[src/rtl/seg7_pkg.sv]
// seg7_pkg: shared font table and display constants for the seven-segment scanner
package seg7_pkg;
  localparam logic [6:0] HEX_FONT [16] = '{
    7'h40, 7'h79, 7'h24, 7'h30, 7'h19, 7'h12, 7'h02, 7'h78,
    7'h00, 7'h10, 7'h08, 7'h03, 7'h46, 7'h21, 7'h06, 7'h0E
  };
  localparam logic [6:0] SEG_BLANK = 7'h7F;
  localparam logic [7:0] AN_OFF = 8'hFF;
endpackage

[src/rtl/hex7seg.sv]
// hex7seg: combinational 4-bit to active-low {g..a} hex font lookup
module hex7seg
  import seg7_pkg::*;
(
  input  logic [3:0] nib_i,
  output logic [6:0] seg_o
);
  assign seg_o = HEX_FONT[nib_i];
endmodule

[src/rtl/seg7_scan.sv]
// seg7_scan: eight-digit multiplexed hex display driver with per-frame snapshot
module seg7_scan
  import seg7_pkg::*;
#(
  parameter int CLK_DIV = 100000
) (
  input  logic        clk,
  input  logic        reset,
  input  logic [31:0] value,
  input  logic        blank_lz,
  input  logic [7:0]  dp_mask,
  output logic [7:0]  an,
  output logic [6:0]  seg,
  output logic        dp
);
  localparam int DW = (CLK_DIV > 2) ? $clog2(CLK_DIV) : 1;
  logic [DW-1:0] div_cnt_q, div_cnt_d;
  logic [2:0]    dig_q, dig_d;
  logic [31:0]   snap_q, snap_d;
  logic          first_q;
  logic          tick, blank;
  logic [3:0]    nib;
  logic [6:0]    font, seg_d;
  logic [7:0]    an_d;
  logic          dp_d;
  hex7seg u_font (.nib_i(nib), .seg_o(font));
  // next state and the outputs derived from it, so outputs track the updated digit
  always_comb begin
    tick      = div_cnt_q == DW'(CLK_DIV - 1);
    div_cnt_d = tick ? '0 : div_cnt_q + DW'(1);
    dig_d     = tick ? dig_q + 3'd1 : dig_q;
    snap_d    = (first_q || (tick && dig_q == 3'd7)) ? value : snap_q;
    nib       = snap_d[{dig_d, 2'b00} +: 4];
    blank     = blank_lz && dig_d != 3'd0 && (snap_d >> {dig_d, 2'b00}) == 32'd0;
    an_d      = (div_cnt_d == '0) ? AN_OFF : ~(8'd1 << dig_d);
    seg_d     = blank ? SEG_BLANK : font;
    dp_d      = ~dp_mask[dig_d];
  end
  // state and registered outputs; first forces a capture on the cycle after release
  always_ff @(posedge clk) begin
    if (!reset) begin
      div_cnt_q <= '0;
      dig_q     <= 3'd0;
      snap_q    <= 32'd0;
      first_q   <= 1'b1;
      an        <= AN_OFF;
      seg       <= SEG_BLANK;
      dp        <= 1'b1;
    end else begin
      div_cnt_q <= div_cnt_d;
      dig_q     <= dig_d;
      snap_q    <= snap_d;
      first_q   <= 1'b0;
      an        <= an_d;
      seg       <= seg_d;
      dp        <= dp_d;
    end
  end
endmodule

[config.mk]
export PLATFORM = sky130hd
export DESIGN_NAME = seg7_scan
export DESIGN_NICKNAME = d
export VERILOG_FILES = /design/src/rtl/seg7_pkg.sv /design/src/rtl/hex7seg.sv /design/src/rtl/seg7_scan.sv
export SDC_FILE = /design/constraint.sdc
export NUM_CORES = 1
export LEC_CHECK = 0
export BUFFER_PORTS_ARGS = -buffer_cell sky130_fd_sc_hd__clkbuf_2
export CAP_MARGIN = 30
export CORE_ASPECT_RATIO = 1.5
export CORE_MARGIN = 4
export CORE_UTILIZATION = 59
export CTS_BUF_LIST = sky130_fd_sc_hd__clkbuf_16
export DETAILED_ROUTE_END_ITERATION = 8
export PLACE_DENSITY = 0.79
export SYNTH_ARGS = -nofsm -noshare
export SYNTH_HDL_FRONTEND = slang
export SYNTH_SLANG_ARGS = --single-unit
[constraint.sdc]
create_clock -name clk -period 4 [get_ports clk]
set_input_delay 0.8 -clock clk [delete_from_list [all_inputs] [get_ports clk]]
set_output_delay 0.8 -clock clk [all_outputs]
set_load 0.02 [all_outputs]
==> results of run 1 <==
-- synth_stat cells (9+ instances only) --
| cell | instances |
|---|---|
| mux2i_1 | 42 |
| clkbuf_1 | 17 |
| nor4_1 | 11 |
| a21oi_1 | 21 |
| o21ai_0 | 21 |
| nand2_1 | 85 |
| nand3_1 | 26 |
| nor3_1 | 29 |
| dfxtp_1 | 69 |
| nand4_1 | 9 |
| xnor2_1 | 12 |
| buf_2 | 14 |
| nor2_1 | 69 |
| inv_1 | 11 |
-- sequential cells by signal (all words and copies together) (netlist names) --
name	flops
dp	1
first_q	1
seg	7
an	8
div_cnt_q	17
snap_q	32
dig_q	3
-- cell families (layout without fill, tap and decap cells) --
logic type | Yosys count | after routing | synth area share, %
and+or+nand+nor | 276 | 276 | 29.47
AOI/OAI and AO/OA | 96 | 96 | 14.86
DFF | 69 | 69 | 30.26
buffers and inverters | 57 | 118 | 6.085
muxes | 53 | 53 | 12.58
xor gates and xnor gates | 22 | 22 | 4.550
adders and majority gates | 8 | 8 | 2.193
-- layout make-up --
class	count	share of cell area, %
clock inverters	6	0.7542
repair buffers	90	10.37
well taps	102	2.404
clock buffers	9	4.242
multi-input cells	455	55.29
inverters	13	0.9192
flip-flops and latches	69	26.02
-- per-layer routing --
layer  share of wire [%]  up-vias  GRT usage (%)
li1                    -     2206              -
met1                  36     2214          32.59
met2                  50      237          52.37
met3                 7.1       79          6.921
met4                 6.4        0          20.41
met5                   0        -              0
-- what timing repair did --
action	in CTS	in global routing
endpoints found under the setup margin	0	7
gates resized for setup	0	8
endpoints found under the hold margin	0	0
setup buffers	0	4
-- power groups by stage --
| stage | Sequential (mW) | Combinational (mW) | Clock, mW |
|---|---|---|---|
| after detailed placement | 0.758 | 0.253 | 0 |
| after CTS | 0.744 | 0.254 | 0.723 |
| final | 0.745 | 0.264 | 0.711 |
| after floorplan | 0.760 | 0.155 | 0 |
| after global placement | 0.758 | 0.246 | 0 |
| after global routing | 0.748 | 0.289 | 0.754 |
-- through the flow --
step,setup WS (ns),std cells
4_1_cts,0.1239,740
2_1_floorplan,0.4100,581
6_report,0.2262,744
3_3_place_gp,0.3201,725
3_5_place_dp,0.1434,725
5_1_grt,0.05527,744
-- worst register-to-register path: cells and delay by family (launching register included) --
| family | cells | cell delay [ns] |
|---|---|---|
| flip-flops | 1 | 0.39 |
| AND/OR/NAND/NOR | 5 | 1.15 |
| adder cells (fa/ha/maj) | 1 | 0.26 |
| buffers and inverters | 3 | 0.72 |
| AO/OA/AOI/OAI | 4 | 1.12 |
-- worst max path at each step --
| stage | from | end | slack, ns | depth (start not counted) |
|---|---|---|---|---|
| final | div_cnt_q[0] | seg[2] | 0.23 | 13 |
| after global routing | div_cnt_q[0] | seg[2] | 0.06 | 15 |
| after CTS | div_cnt_q[0] | seg[2] | 0.12 | 14 |
| after detailed placement | div_cnt_q[0] | seg[2] | 0.14 | 14 |
| after global placement | div_cnt_q[0] | seg[2] | 0.32 | 14 |
| after floorplan | div_cnt_q[0] | seg[2] | 0.41 | 16 |
==> flow_summary.ini, run 1 <==
[pwr]
p_total_mw = 1.721
swShare_pct = 27.69
cellPowerDensity_nw_per_um2 = 324.2
internal_power_mw = 1.244
total_leakage_power_nw = 2.086
p_switching_mw = 0.4765
vdd_drop_max_mv = 0.2963
p_seq_share_pct = 43.3
clkPwrFrac_pct = 41.3
power_frac_comb_pct = 15.3

[route]
wl_mm = 13.51
postRouteAntennaNets = 0
drtIter0Drc = 497
dr_total_vias = 4736
drt-pass1-iter-count = 5
drc = 0
wire_per_inst_um = 18.16
viasPerCell = 6.366

[setup_path]
path_delay_family = simple AND/OR/NAND/NOR gates
worstSetupPathType = reg -> reg
crit_chain = ha_2, and4bb_1, nand4_1, buf_4, o21ai_4, buf_6, a221oi_1, a2111oi_0, a211oi_2, buf_4, nand4_1, nor4_4, or4_1
critPathSlowestCell = a2111oi_0
rrSetupSlack_ns = 0.23
cpPeakStageDelay_ns = 0.60
critPathCaptureType = register
cp.arrival_ns = 3.99
worstReg2RegEnd = seg[2]
cp_max_fo = 18
r2r_cells = 13
regToRegStartpoint = div_cnt_q[0]
worst-path-buf-inv = 3
start_kind = register
cp.required_ns = 4.21

[timing]
grt_setup_unrepaired = no
setup_viol = 0
hold_viol_final = 0
final.setup.tns_ns = 0
finalCriticalPeriod_ns = 3.774
clock.fmax_mhz = 265.0
fin_worst_skew_ns = 0.005762
fin_crit_sh_pct = 94.35
tightest_slew_ns = 0.6782
relSlewSlack_pct = 54.37
timing.hold.ws_ns = 0.4581
drv_slew = 0

[clocking]
clock_sinks = 69
cts_made_buffers = 9
cts-root-buf = clkbuf_16
clk_latency_ns = 0.34
cts_buffer_depth = 2
postCtsHoldBufs = 0
cts_tree = yes
cts.clk_slew.worst_paths_ns = 0.06
htreeDepth = 3

[logic_synthesis]
yosys-top-cells-area = dfxtp_1 (30%), mux2i_1 (9.2%), nand2_1 (7.0%)
ys_warn_count = 0
avgSynthCellArea_um2 = 7.856
syn_area_um2 = 4564
netlist_instances = 581
synthFlopType = dfxtp_1
synth_seq_cells = 69
synthArstFlopShare_pct = 0
synth-edff-count = 0
synth_nets = 632
synth_top_area_share_pct = 30.26
yosys.area.top_type = dfxtp_1
synth.distinct_cells = 65
synth_seq_area_share_pct = 30.26

[floorplanning]
rows = 39
chipHeight_um = 115.7
die_area_um2 = 9237
start_util_pct = 60.35
dieWidth_um = 79.82
ioPinCount = 59
fp.coreArea_um2 = 7564

[placement]
gp_congestion = 1.025
post-dp-hpwl_mm = 10.13
io_buffers = 58
post_dp_cell_area_um2 = 4980

[hold_path]
worstHoldEndpoint = snap_q[2]
holdPathStages = 2
hold_path_class = reg -> reg
min-delay-start = snap_q[2]

[global_route]
grt.overflow.total = 0
grt_pass1_vias = 4513
grt_max_degree = 30
grt_usage_pct = 30.30
grt_pass1_wl_mm = 21.73
antenna_found_initial = 0

[finish]
multi_input_area_um2 = 2935
final_util_pct = 70.19
n_fill_cell = 602
nets = 689
layout_commonest_cell = nand2_1
syn_to_final_growth_pct = 16.31
drive_above_1_share_pct = 21.03
regArea_um2 = 1381
most-common-layout-cells = nand2_1 (85), nor2_1 (69), dfxtp_1 (69), clkbuf_2 (58), mux2i_1 (41)
fin_area_um2 = 5309
antenna-diode-count = 0

[status]
outcome = complete, no violations

[job]
max-cap-violations = 0
(Power assumes the default switching activity.)
==> run 2, diff against run 1 <==
- CORE_UTILIZATION: 59 -> 53
- PLACE_DENSITY: 0.79 -> 0.75
- SKIP_LAST_GASP: unset -> 1
- SYNTH_HIERARCHICAL: unset -> 1
- clock period: 4 -> 3.04 ns (I/O delays scaled with it)
==> flow_summary.ini, run 2 <==
[logic_synthesis]
yosys-top-cells-area = dfxtp_1 (31%), mux2i_1 (12%), nand2_1 (6.7%)
synth_seq_cells = 69
yosys.area.top_type = dfxtp_1
synth.distinct_cells = 60
synthFlopType = dfxtp_1
ys_top_cells_by_count = nand2_1 (80), dfxtp_1 (69), nor2_1 (65)
synth-edff-count = 0
syn_area_um2 = 4454
synth_nets = 615
avgSynthCellArea_um2 = 7.926
netlist_instances = 562
synth_top_area_share_pct = 31.01
synth_seq_area_share_pct = 31.01
synthArstFlopShare_pct = 0
ys_warn_count = 6
yosysMostFrequentCell = nand2_1

[timing]
grt_setup_unrepaired = yes
timing.hold.ws_ns = 0.4813
drv_slew = 0
clock.fmax_mhz = 290.4
relSlewSlack_pct = 58.66
final.setup.tns_ns = -2.439
fin_worst_skew_ns = 0.005152
fin_ws_ns = -0.4032
tightest_slew_ns = 0.6194
hold_viol_final = 0
finalCriticalPeriod_ns = 3.443
setup_viol = 7
fin_crit_sh_pct = 113.3

[pwr]
cellPowerDensity_nw_per_um2 = 413.5
vdd_drop_max_mv = 0.3030
total_leakage_power_nw = 2.699
p_total_mw = 2.588

[route]
drtIter0Drc = 446
viasPerCell = 6.156
postRouteAntennaNets = 0
drc = 0
drt-pass1-iter-count = 5
dr_total_vias = 4986
wire_per_inst_um = 19.17
wl_mm = 15.52

[setup_path]
cp.arrival_ns = 3.66
critPathCaptureType = register
crit_chain = or4_4, nor4_4, buf_6, buf_12, xnor2_4, buf_6, nand2_1, nand4_1, o211a_1, nand2_1, o21ai_2, inv_2, ha_4, inv_2, mux4_2, inv_2, o211ai_2
worstSetupPathType = reg -> reg
cp.required_ns = 3.25
worst-path-buf-inv = 6
critPathSlowestCell = or4_4
path_delay_family = simple AND/OR/NAND/NOR gates
cpMostUsedCell = inv_2
cpPeakStageDelay_ns = 0.55
cp_max_fo = 5
start_kind = register

[global_route]
grt_usage_pct = 29.99
grt_pass1_vias = 4967
grt_pass1_wl_mm = 24.15
grt.overflow.total = 0
grt_max_degree = 23
antenna_found_initial = 0

[placement]
io_buffers = 58
post_dp_cell_area_um2 = 5503
gp_congestion = 0.9634
post-dp-hpwl_mm = 11.13

[floorplanning]
rows = 40
fp.coreArea_um2 = 8108
ioPinCount = 59
dieWidth_um = 82.85
die_area_um2 = 9965
start_util_pct = 54.94
chipHeight_um = 120.3

[hold_path]
hold_path_class = reg -> reg

[clocking]
cts_made_buffers = 9
cts-root-buf = clkbuf_16
clock_sinks = 69
cts.clk_slew.worst_paths_ns = 0.06
clk_latency_ns = 0.34
postCtsHoldBufs = 0
htreeDepth = 3
cts_buffer_depth = 2
cts_tree = yes

[finish]
final_util_pct = 77.19
antenna-diode-count = 0
most-common-layout-cells = buf_4 (94), nand2_1 (74), dfxtp_1 (67), nor2_1 (63), clkbuf_2 (58)
layout_commonest_cell = buf_4
largest_register_ffs = 32
top_regs = snap_q (32), div_cnt_q (17), an (8)
top_register = snap_q
nets = 753
fin_area_um2 = 6259
drive_above_1_share_pct = 36.60
syn_to_final_growth_pct = 40.51

[job]
max-cap-violations = 0

[status]
outcome = complete, but fails checks
violations = setup timing
run 2: layout make-up:
cell class	count	area [um2]
Multi-Input combinational cell	436	3124
Fill cell	590	1849
Clock buffer	9	225.2
Tap cell	105	131.4
Inverter	13	48.80
Timing Repair Buffer	171	1247
Clock inverter	7	97.59
Sequential cell	69	1384
run 2: cell families after synthesis:
kind of cell	Yosys count	share of synthesized area, %
xor gates and xnor gates	19	3.736
muxes	65	15.51
AOI/OAI and AO/OA	95	14.83
DFF	69	31.01
adders and majority gates	10	2.809
and+or+nand+nor	246	26.40
buffers and inverters	58	5.702
run 2: path summary, 6_finish.rpt:
kind / start / to / slack, ns / cells after the start
worst max register to register: div_cnt_q[12] / seg[3] / -0.40 / 17
worst max-delay path: div_cnt_q[12] / seg[3] / -0.40 / 17
worst min register to register: snap_q[0] / snap_q[0] / 0.48 / 2
worst min-delay path: snap_q[0] / snap_q[0] / 0.48 / 2
run 2: metal layers:
metal  vias up  share of wire, %  GRT usage [%]
met2       248                52          54.77
met4         0               6.7          18.10
met5         -                 0              0
li1       2290                 -              -
met3        97               6.0          4.703
met1      2351                36          32.11
run 2: worst reg2reg max path, cell delays in order (launching register included):
cell,delay [ns]
dfxtp_1,0.31
or4_4,0.55
nor4_4,0.23
buf_6,0.20
buf_12,0.12
xnor2_4,0.17
buf_6,0.15
nand2_1,0.08
nand4_1,0.11
o211a_1,0.22
nand2_1,0.09
o21ai_2,0.09
inv_2,0.12
ha_4,0.28
inv_2,0.03
mux4_2,0.45
inv_2,0.07
o211ai_2,0.06
run 2: what timing repair did:
item	CTS	global route
buffers inserted	14	11
setup endpoints to repair	7	7
cloned	1	0
pin swaps	6	7
gates resized for setup	22	35
run 2: where the power goes:
group	leakage, nW	internal, mW	switching (mW)	total, mW
registers	0.567	0.946	0.0362	0.983
logic	1.98	0.214	0.242	0.455
clock network	0.154	0.722	0.428	1.15
total	2.70	1.88	0.706	2.59
run 2: metrics by stage:
stage,instances,setup slack [ns]
global placement,769,-0.4536
detailed placement,769,-0.5344
floorplan,562,-0.3955
CTS,799,-0.3132
global route,810,-0.5500
finish,810,-0.4032
